$ cat config.mk
export PLATFORM = sky130hd
export DESIGN_NAME = pushbutton_debounce
export DESIGN_NICKNAME = d
export VERILOG_FILES = /design/src/rtl/pushbutton_debounce.sv
export SDC_FILE = /design/constraint.sdc
export NUM_CORES = 1
export LEC_CHECK = 0
export CORE_ASPECT_RATIO = 1.5
export CORE_MARGIN = 5
export CORE_UTILIZATION = 35
export DETAILED_ROUTE_END_ITERATION = 12
export PLACE_DENSITY = 0.53
export SLEW_MARGIN = 10
export SYNTH_ARGS = -nofsm -noshare
export SYNTH_HDL_FRONTEND = slang
export SYNTH_SLANG_ARGS = --single-unit
$ cat constraint.sdc
create_clock -name clk -period 5.4 [get_ports clk]
set_input_delay 1.62 -clock clk [delete_from_list [all_inputs] [get_ports clk]]
set_output_delay 1.62 -clock clk [all_outputs]
set_load 0.05 [all_outputs]
$ cat src/rtl/pushbutton_debounce.sv
// Per-channel pushbutton debouncer: 2-FF synchronizer, four-state qualify FSM,
// registered level, press/release pulses and optional hold-to-auto-repeat.
module pushbutton_debounce #(
  parameter int N_BTN           = 4,
  parameter int DEBOUNCE_CYCLES = 1000000,
  parameter int REPEAT_DELAY    = 25000000,
  parameter int REPEAT_RATE     = 10000000,
  parameter logic [N_BTN-1:0] REPEAT_EN = N_BTN'(4'b0111)
) (
  input  logic             clk,
  input  logic             rst,
  input  logic [N_BTN-1:0] btn_n,
  output logic [N_BTN-1:0] btn_level,
  output logic [N_BTN-1:0] press_pulse,
  output logic [N_BTN-1:0] release_pulse,
  output logic [N_BTN-1:0] action_pulse
);

  localparam int DB_W  = (DEBOUNCE_CYCLES > 1) ? $clog2(DEBOUNCE_CYCLES) : 1;
  localparam int RPT_W = (REPEAT_DELAY > 1) ? $clog2(REPEAT_DELAY) : 1;

  localparam logic [DB_W-1:0]  DB_LAST    = DB_W'(DEBOUNCE_CYCLES - 1);
  localparam logic [RPT_W-1:0] RPT_LAST   = RPT_W'(REPEAT_DELAY - 1);
  localparam logic [RPT_W-1:0] RPT_RELOAD = RPT_W'(REPEAT_DELAY - REPEAT_RATE);

  typedef enum logic [1:0] {
    ST_RELEASED    = 2'd0,
    ST_PRESS_CHK   = 2'd1,
    ST_HELD        = 2'd2,
    ST_RELEASE_CHK = 2'd3
  } state_t;

  for (genvar i = 0; i < N_BTN; i++) begin : gen_ch
    logic [1:0]       sync_q;
    state_t           state_q;
    logic [DB_W-1:0]  db_cnt;
    logic [RPT_W-1:0] rpt_cnt;
    logic             level_q;
    logic             press_q;
    logic             release_q;
    logic             action_q;
    logic             s;

    assign s = ~sync_q[1];

    always_ff @(posedge clk or negedge rst) begin
      if (!rst) begin
        sync_q    <= 2'b11;
        state_q   <= ST_RELEASED;
        db_cnt    <= '0;
        rpt_cnt   <= '0;
        level_q   <= 1'b0;
        press_q   <= 1'b0;
        release_q <= 1'b0;
        action_q  <= 1'b0;
      end else begin
        sync_q    <= {sync_q[0], btn_n[i]};
        press_q   <= 1'b0;
        release_q <= 1'b0;
        action_q  <= 1'b0;
        case (state_q)
          ST_RELEASED: begin
            if (s) begin
              state_q <= ST_PRESS_CHK;
              db_cnt  <= '0;
            end
          end
          ST_PRESS_CHK: begin
            if (!s) begin
              state_q <= ST_RELEASED;
            end else if (db_cnt == DB_LAST) begin
              state_q  <= ST_HELD;
              level_q  <= 1'b1;
              press_q  <= 1'b1;
              action_q <= 1'b1;
              rpt_cnt  <= '0;
            end else begin
              db_cnt <= db_cnt + 1'b1;
            end
          end
          ST_HELD: begin
            // rpt_cnt is left untouched on the way out so a rejected release
            // glitch resumes the repeat cadence where it stopped.
            if (!s) begin
              state_q <= ST_RELEASE_CHK;
              db_cnt  <= '0;
            end else if (REPEAT_EN[i]) begin
              if (rpt_cnt == RPT_LAST) begin
                action_q <= 1'b1;
                rpt_cnt  <= RPT_RELOAD;
              end else begin
                rpt_cnt <= rpt_cnt + 1'b1;
              end
            end
          end
          ST_RELEASE_CHK: begin
            if (s) begin
              state_q <= ST_HELD;
            end else if (db_cnt == DB_LAST) begin
              state_q   <= ST_RELEASED;
              level_q   <= 1'b0;
              release_q <= 1'b1;
            end else begin
              db_cnt <= db_cnt + 1'b1;
            end
          end
          default: state_q <= ST_RELEASED;
        endcase
      end
    end

    assign btn_level[i]     = level_q;
    assign press_pulse[i]   = press_q;
    assign release_pulse[i] = release_q;
    assign action_pulse[i]  = action_q;
  end

endmodule

# Yosys cells after proc, flatten, opt, wreduce, memory -nomap -nowiden
# Cells that the tools add are included.
[op_classes]
add_sub_neg = 7
n_bitwise = 0
shifts = 0
div_mod_pow = 0
order_cmp = 0
n_mul = 0
n_mux = 116
eq_ne = 54
n_reduce_logical = 26
[op_table]
columns = ["operator", "n"]
rows = [
  ["$mux W20", 20],
  ["$pmux W20 S4", 4],
  ["$mux W25", 12],
  ["$pmux W25 S2", 3],
  ["$add A20 B1 Y20 const B", 4],
  ["$eq A20 B20 Y1 const B", 4],
  ["$add A25 B1 Y25 const B", 3],
  ["$eq A25 B25 Y1 const B", 3],
  ["$ne A2 B2 Y1 const B", 27],
  ["$mux W2", 24],
  ["$reduce_and A4 Y1", 11],
  ["$mux W1", 42],
  ["$pmux W2 S4", 4],
  ["$ne A3 B3 Y1 const B", 8],
  ["$reduce_and A5 Y1", 4],
  ["$eq A2 B2 Y1 const B", 8],
  ["$pmux W1 S2", 7],
  ["$reduce_bool A2 Y1", 7],
  ["$eq A2 B1 Y1 const B", 4],
  ["$logic_not A2 Y1", 4],
]
[totals]
ram_bits = 0
memories = 0
mem_bits_ro = 0
ff_bits = 186
latch_bits = 0
out_inout_bits = 16

# Depth between registers and ports, before layout
# Gate-level depths: netlist of the first run.
[logic_depth]
depth_word = 4
ltp_mapped = 9
depth_no_buf = 7

# Least setup slack after synthesis of the first run
# Ideal clock, no wire load.
[synth_timing]
kind = "flip-flop to output port"
from = "register gen_ch[3].level_q"
to = "output btn_level[3]"
t_arrival_ns = 0.550
required_time_ns = 3.780
path_slack_ns = 3.230
n_path_buf = 1
stages_incl_launch_ff = 2
cell_sequence = "dfrtp_1 -> buf_4"
[synth_lines]
columns = ["element", "line_no", "source"]
rows = [
  ["from (decl)", "38", "logic level_q;"],
  ["from (signal assigned)", "52", "level_q <= 1'b0;"],
  ["from (signal assigned)", "73", "level_q <= 1'b1;"],
  ["from (signal assigned)", "101", "level_q <= 1'b0;"],
  ["to (decl)", "13", "output logic [N_BTN-1:0] btn_level,"],
]
# No word-level cell between the ends.

# Final worst setup path of the first run
[layout_timing]
from = "register gen_ch[1].level_q"
to = "output btn_level[1]"
[layout_lines]
columns = ["element", "line_no"]
rows = [
  ["from (decl)", "38"],
  ["from (signal assigned)", "52"],
  ["from (signal assigned)", "73"],
  ["from (signal assigned)", "101"],
]
# No word-level cell between the ends.

==> impl_metrics.ini, run 1 <==
[die]
row_count = 79
fp.dieArea_sq_um = 35000
die_x_um = 155
fp.coreArea_sq_um = 31000
fp.dieH_um = 227
ioPinCount = 22
initial_utilization_pct = 35.3

[critical_path]
path_depth = 1
crit_family = buffers and inverters
r2r_end = gen_ch[3].db_cnt[4]
path_class = flip-flop to primary output
reg2reg_slack_ns = 2.55
crit_start = gen_ch[1].level_q
crit_path_end = btn_level[1]
critPathSlowestCell = clkdlybuf4s50_1
startpoint_type = flip-flop
rr_worst_depth = 5
path_buf_inv = 1
path_cells = clkdlybuf4s50_1
end_kind = primary output
critPathMaxStageDelay_ns = 0.81
crit_required_ns = 3.78
crit_fanout = 3
crit_arrival_ns = 1.64
r2r_start = gen_ch[3].state_q[0]

[timing]
relSlewSlack_pct = 25.7
slew_violations = 0
final-hold-violation-count = 0
fmax_mhz = 306
layout_min_cycle_time_ns = 3.26
rsz0062_at_grt = false
setup_viol = 0
setup_ws_ns = 2.14
tightest_slew_ns = 1.11
fin_crit_sh_pct = 60.4
tns_ns = 0
fin_skew_ns = 0.00772

[detailed_routing]
routed-via-count = 9407
postRouteAntennaNets = 0
via_per_inst = 5.81
drtIter0Drc = 508
drc = 0
wirelength_um = 27200
drt_pre_antenna_iters = 6
wl_per_cell_um = 16.8

[logic_synthesis]
syn_area_sq_um = 11000
synth_ff_type = dfrtp_1
synth_top_area_share_pct = 40.6
yosys-top-cells-area = dfrtp_1 (41%), o21ai_0 (3.9%), nand2_1 (3.8%), nand3_1 (3.5%), nor2_1 (2.7%)
yosys.area_share.xor_xnor_pct = 1.68
synth-edff-count = 0
async_flop_share_pct = 100
yosys_register_bits = 186
synth_cells = 1225
synth_top_family_by_area = simple AND/OR/NAND/NOR gates
synthAdderAreaFrac_pct = 2.17
synth_cell_types = 83
yosys.area.top_type = dfrtp_1
yosysWarnings = 0
ys_seq_area_share_pct = 42.5
synth.area.mux_share_pct = 0.867
synthSimpleGateAreaFrac_pct = 28.2
syn_area_per_cell_sq_um = 8.95
synth_compound_area_share_pct = 19.8
syn_nets = 1250

[placed_design]
pre_cts_ws_ns = 2.55
port_buffers = 21
dp.cells = 1586
place_congestion = 0.839
dp_hpwl_um = 19000

[pwr]
combPwrFrac_pct = 27.2
vdd_drop_max_uv = 206
internal-power_mw = 2.40
clkPwrFrac_pct = 31.9
p_seq_share_pct = 40.9
powerDensity_nw_per_um2 = 321
power_leakage_nw = 4.74
sw_frac_of_total_pct = 37.5
p_switching_mw = 1.44

[final_layout]
drive_gt1_share_pct = 7.09
final_cell_mix = dfrtp_1 (178), nand2_1 (112), o21ai_0 (85), nor2_1 (79), nand3_1 (77)
nNetsFinal = 1225
fin_cells = 1618
final_common_cell = dfrtp_1
areaGrowthSynthToFinish_pct = 9.06
antenna_cells = 0

[clocking]
clk_path_buf_depth = 2
cts_tree = done
path_clk_slew_ns = 0.07
cts_inserted_buffers = 17
holdBufCountCts = 0
clock_sinks = 186
htreeDepth = 4
cts-root-buf = clkbuf_16
clock_latency_ns = 0.46
post_cts_buffers = 0
cts_resized = 0

[run]
maxCapViolCount = 0

[worst_hold_path]
hold_path_class = flip-flop to flip-flop

[grt]
antenna_found_initial = 0
gr-usage-all-layers_pct = 15.8
grt_pass1_wl_um = 45900
grt_pass1_vias = 9184
grt-ovfl-total = 0
grt_max_degree = 102

[outcome]
run_status = finished, final reports clean
## per-layer routing
metal / track usage, % / vias up / wire length, um / part of all wire, %
li1: - / 4584 / - / -
met1: 18.5 / 4633 / 11700 / 43
met2: 28.7 / 150 / 14300 / 53
met3: 2.69 / 40 / 625 / 2.3
met4: 5.79 / 0 / 569 / 2.1
met5: 0 / - / 0 / 0
## power by group through the flow
stage               clock, mW  combinational, mW  sequential [mW]
floorplan                   0              0.773             1.56
global placement            0               1.05             1.59
detailed placement          0               1.05             1.60
CTS                      1.27               1.05             1.57
global route             1.32               1.17             1.59
finish                   1.23               1.04             1.57
## layout make-up
cell class	count	area (sq um)
Multi-Input combinational cell	926	5790
Timing Repair Buffer	29	287
Fill cell	3199	19100
Inverter	40	150
Tap cell	405	507
Sequential cell	186	4660
Clock buffer	17	425
Clock inverter	15	134
## how the worst min path moves through the flow
| stage | start | end | slack, ns | cells past startpoint |
|---|---|---|---|---|
| floorplan | gen_ch[0].sync_q[0] | gen_ch[0].sync_q[1] | 0.35 | 0 |
| global placement | gen_ch[0].sync_q[0] | gen_ch[0].sync_q[1] | 0.35 | 0 |
| detailed placement | gen_ch[3].sync_q[0] | gen_ch[3].sync_q[1] | 0.35 | 0 |
| CTS | gen_ch[3].sync_q[0] | gen_ch[3].sync_q[1] | 0.36 | 0 |
| global route | gen_ch[3].sync_q[0] | gen_ch[3].sync_q[1] | 0.36 | 0 |
| finish | gen_ch[2].sync_q[0] | gen_ch[2].sync_q[1] | 0.36 | 0 |
## registers in the layout, indices dropped and copies added (netlist names), named ones only
name	cells
gen_ch.rpt_cnt	75
gen_ch.db_cnt	80
gen_ch.press_q	3
gen_ch.action_q	4
gen_ch.level_q	4
gen_ch.state_q	4
gen_ch.sync_q	8
gen_ch.release_q	4
## stage by stage
stage / hold slack (ns) / cell area [sq um] / total power, mW / util (%)
3_5_place_dp: 0.347 / 11400 / 2.65 / 36.7
6_report: 0.357 / 12000 / 3.84 / 38.5
2_1_floorplan: 0.345 / 11000 / 2.34 / -
4_1_cts: 0.358 / 12000 / 3.90 / 38.5
3_3_place_gp: 0.347 / 11400 / 2.64 / 36.7
5_1_grt: 0.359 / 12000 / 4.07 / 38.5
## logic make-up after synthesis
kind of cell	Yosys count
flip-flops	186
XOR/XNOR	21
AND/OR/NAND/NOR	562
multiplexers	9
adder cells (fa/ha/maj)	19
buffers and inverters	113
AO/OA/AOI/OAI	315
## cell usage after synthesis, drive strengths merged, types with 16 or more instances
| cell | count |
|---|---|
| a21o | 16 |
| a21oi | 42 |
| a22o | 18 |
| a31oi | 21 |
| and3 | 35 |
| buf | 33 |
| clkbuf | 40 |
| dfrtp | 178 |
| ha | 19 |
| inv | 40 |
| nand2 | 112 |
| nand3 | 77 |
| nand4 | 42 |
| nor2 | 79 |
| nor3 | 41 |
| nor4 | 29 |
| o211ai | 18 |
| o21ai | 87 |
| o31ai | 26 |
| or3 | 26 |
| or4 | 20 |
(Power assumes the default switching activity.)
==> run 2, diff against run 1 <==
- clock period: 5.4 -> 3.3 ns (I/O delays scaled with it)
==> impl_metrics.ini, run 2 (synthesized netlist as in run 1, its figures left out) <==
[timing]
layout_min_cycle_time_ns = 2.68
fin_crit_sh_pct = 81.1
setup_viol = 0
tightest_slew_ns = 0.949
fin_skew_ns = 0.0115
rsz0062_at_grt = false
tns_ns = 0
relSlewSlack_pct = 36.7
slew_violations = 0
final-hold-violation-count = 0
fmax_mhz = 374

[pwr]
p_switching_mw = 2.36
power_leakage_nw = 4.84
combPwrFrac_pct = 28.0
internal-power_mw = 4.00
sw_frac_of_total_pct = 37.1
vdd_drop_max_uv = 291
total_power_mw = 6.36
clkPwrFrac_pct = 31.7
p_seq_share_pct = 40.3
powerDensity_nw_per_um2 = 525

[die]
fp.dieArea_sq_um = 35000
ioPinCount = 22
fp.coreArea_sq_um = 31000
die_x_um = 155
row_count = 79
fp.dieH_um = 227
initial_utilization_pct = 35.3

[detailed_routing]
wirelength_um = 27900
drc = 0
drt_pre_antenna_iters = 5
wl_per_cell_um = 17.0
routed-via-count = 9451
via_per_inst = 5.77
drtIter0Drc = 496
postRouteAntennaNets = 0

[outcome]
run_status = finished, final reports clean

[clocking]
post_cts_buffers = 0
clk_path_buf_depth = 2
cts_inserted_buffers = 17
holdBufCountCts = 0
htreeDepth = 4
cts-root-buf = clkbuf_16
clock_sinks = 186
path_clk_slew_ns = 0.07
cts_resized = 0
cts_tree = done
clock_latency_ns = 0.45

[final_layout]
final_cell_mix = dfrtp_1 (178), nand2_1 (112), o21ai_0 (85), nor2_1 (79), nand3_1 (77)
final_common_cell = dfrtp_1
post-route-util_pct = 39.0
regArea_sq_um = 4660
multiInputGateArea_sq_um = 5790
fill_cells = 3153
antenna_cells = 0
areaGrowthSynthToFinish_pct = 10.5
fin_cells = 1638
largest_reg_flops = 80
top_register = gen_ch.db_cnt
nNetsFinal = 1245
top_regs = gen_ch.db_cnt x80, gen_ch.rpt_cnt x75, gen_ch.sync_q x8
drive_gt1_share_pct = 8.60

[critical_path]
crit_path_end = btn_level[1]
rr_worst_depth = 7
reg2reg_slack_ns = 0.63
r2r_start = gen_ch[0].state_q[0]
crit_required_ns = 2.31
crit_arrival_ns = 1.69
path_buf_inv = 1
end_kind = primary output
critPathSlowestCell = clkdlybuf4s50_1
crit_family = buffers and inverters
path_cells = clkdlybuf4s50_1
path_depth = 1
startpoint_type = flip-flop
r2r_end = gen_ch[0].rpt_cnt[14]
critPathMaxStageDelay_ns = 0.84
crit_start = gen_ch[1].level_q
path_class = flip-flop to primary output
crit_fanout = 3

[grt]
grt_max_degree = 66
antenna_found_initial = 0
grt_pass1_wl_um = 47000
gr-usage-all-layers_pct = 16.3
grt_pass1_vias = 9345
grt-ovfl-total = 0

[worst_hold_path]
whs_path_depth = 0
hold_path_class = flip-flop to flip-flop

[placed_design]
dp_hpwl_um = 20000
dp.cells = 1606
port_buffers = 21
place_congestion = 0.828

[run]
maxCapViolCount = 0
==> run 2: power by group through the flow <==
stage	clock network, mW	logic (mW)	registers, mW
2_1_floorplan	0	1.26	2.56
3_3_place_gp	0	1.79	2.60
3_5_place_dp	0	1.79	2.61
4_1_cts	2.10	1.80	2.56
5_1_grt	2.19	2.00	2.59
6_report	2.01	1.78	2.57
==> run 2: final cells by class <==
| class | count | share of cell area (%) |
|---|---|---|
| Clock buffer | 18 | 3.63 |
| Sequential cell | 186 | 38.5 |
| Tap cell | 405 | 4.18 |
| Inverter | 40 | 1.24 |
| Timing Repair Buffer | 49 | 3.60 |
| Clock inverter | 14 | 1.03 |
| Multi-Input combinational cell | 926 | 47.8 |
==> run 2: worst min path at each step <==
stage	slack [ns]	startpoint	end
final	0.36	gen_ch[0].sync_q[0]	gen_ch[0].sync_q[1]
after global routing	0.36	gen_ch[1].sync_q[0]	gen_ch[1].sync_q[1]
after CTS	0.36	gen_ch[3].sync_q[0]	gen_ch[3].sync_q[1]
after detailed placement	0.35	gen_ch[0].sync_q[0]	gen_ch[0].sync_q[1]
after global placement	0.35	gen_ch[3].sync_q[0]	gen_ch[3].sync_q[1]
after floorplan	0.35	gen_ch[0].sync_q[0]	gen_ch[0].sync_q[1]
==> run 2: stage by stage <==
stage          cell area [sq um]  hold WS (ns)  worst slack (ns)
6_report                   12100         0.356             0.624
3_5_place_dp               11500         0.347             0.665
5_1_grt                    12100         0.363             0.393
2_1_floorplan              11000         0.345              1.15
3_3_place_gp               11500         0.346             0.733
4_1_cts                    12100         0.356             0.562
==> run 2: layer usage <==
layer,vias up,global-route usage (%),part of all wire (%)
met5,-,0,0
met4,0,6.67,2.7
met3,51,2.79,2.3
met2,119,30.3,53
met1,4670,18.3,42
li1,4611,-,-
==> run 3, diff against run 2 <==
- clock period: 3.3 -> 2.5 ns (I/O delays scaled with it)
==> impl_metrics.ini, run 3 (synthesized netlist as in run 1, its figures left out) <==
[final_layout]
top_register = gen_ch.db_cnt
stdcell_area_sq_um = 12500
areaGrowthSynthToFinish_pct = 13.9
nNetsFinal = 1292
antenna_cells = 0
drive_gt1_share_pct = 11.9
top_regs = gen_ch.db_cnt x80, gen_ch.rpt_cnt x75, gen_ch.sync_q x8
final_cell_mix = dfrtp_1 (178), nand2_1 (112), o21ai_0 (85), nor2_1 (79), nand3_1 (77)
final_common_cell = dfrtp_1
largest_reg_flops = 80

[clocking]
path_clk_slew_ns = 0.07
post_cts_buffers = 0
htreeDepth = 4
cts_tree = done
clock_latency_ns = 0.45
clock_sinks = 186
holdBufCountCts = 0
cts_inserted_buffers = 17
cts_resized = 1
cts-root-buf = clkbuf_16
clk_path_buf_depth = 2

[die]
fp.dieArea_sq_um = 35000
row_count = 79
initial_utilization_pct = 35.3
ioPinCount = 22
fp.coreArea_sq_um = 31000
die_x_um = 155
fp.dieH_um = 227

[timing]
tns_ns = 0
layout_min_cycle_time_ns = 2.42
final-hold-violation-count = 0
slew_violations = 0
rsz0062_at_grt = false
tightest_slew_ns = 0.712
relSlewSlack_pct = 52.5
fmax_mhz = 413
fin_crit_sh_pct = 96.9
fin_skew_ns = 0.0102
setup_viol = 0

[detailed_routing]
wl_per_cell_um = 16.6
postRouteAntennaNets = 0
routed-via-count = 9626
via_per_inst = 5.71
drtIter0Drc = 573
drt_pre_antenna_iters = 4
wirelength_um = 28000
drc = 0

[critical_path]
crit_fanout = 3
end_kind = primary output
path_class = flip-flop to primary output
critPathSlowestCell = clkdlybuf4s50_1
path_buf_inv = 1
critPathMaxStageDelay_ns = 0.82
startpoint_type = flip-flop
crit_required_ns = 1.75
crit_arrival_ns = 1.67
crit_family = buffers and inverters
path_cells = clkdlybuf4s50_1

[grt]
gr-usage-all-layers_pct = 16.5
grt_pass1_wl_um = 47800
grt_max_degree = 57
grt-ovfl-total = 0
antenna_found_initial = 0
grt_pass1_vias = 9649

[pwr]
total_power_mw = 8.55
vdd_drop_max_uv = 516
power_leakage_nw = 5.09
powerDensity_nw_per_um2 = 685

[worst_hold_path]
hold_path_class = input port to async pin

[outcome]
run_status = finished, final reports clean

[placed_design]
dp_hpwl_um = 20100
place_congestion = 0.828
port_buffers = 21
dpl-instance-area_sq_um = 11900

[run]
maxCapViolCount = 0
==> run 3: changes by cell type in the layout (fill, tap and decap cells not counted), sizes merged <==
cell,before,now
clkinv,3,5
clkdlybuf4s50,20,19
inv,48,43
buf,28,75
dlygate4sd2,0,1
clkbuf,19,22
==> run 3: path summary, 6_finish.rpt <==
path / endpoint / startpoint / cells past startpoint / slack (ns)
min in group clk: gen_ch[3].sync_q[1] / gen_ch[3].sync_q[0] / 0 / 0.36
max in group asynchronous: gen_ch[2].sync_q[0] / rst / 2 / 1.56
setup reg to reg: gen_ch[0].rpt_cnt[19] / gen_ch[0].db_cnt[0] / 7 / 0.21
hold reg to reg: gen_ch[3].sync_q[1] / gen_ch[3].sync_q[0] / 0 / 0.36
setup / recovery: btn_level[0] / gen_ch[0].level_q / 1 / 0.08
hold / removal: gen_ch[0].rpt_cnt[19] / rst / 1 / 0.27
==> run 3: where the power goes <==
group / leakage [nW] / internal [mW] / switching [mW]
logic: 2.29 / 0.908 / 1.65
registers: 2.54 / 3.18 / 0.192
clock network: 0.266 / 1.36 / 1.25
total: 5.09 / 5.45 / 3.10
==> run 3: layer usage <==
layer	GRT usage (%)	up-vias	wire length [um]
met5	0	-	0
met1	19.4	4733	12200
met3	2.04	45	500
li1	-	4724	-
met4	7.81	0	779
met2	29.7	124	14500
==> run 3: per-stage QoR <==
step	cells	hold WS, ns	utilization [%]	setup slack, ns
final	1685	0.272	40.3	0.0768
after global routing	1685	0.303	40.3	0.0142
after CTS	1685	0.281	40.3	0.0130
after detailed placement	1653	0.349	38.5	0.243
after global placement	1653	0.346	38.5	0.217
after floorplan	1225	0.345	-	0.346
==> run 3: cell type report <==
class                   count  area [sq um]
fillers                  3146         18500
multi-input cells         926          5790
flip-flops and latches    186          4660
repair buffers             96           826
well taps                 405           507
clock buffers              21           470
inverters                  40           150
clock inverters            11          85.1
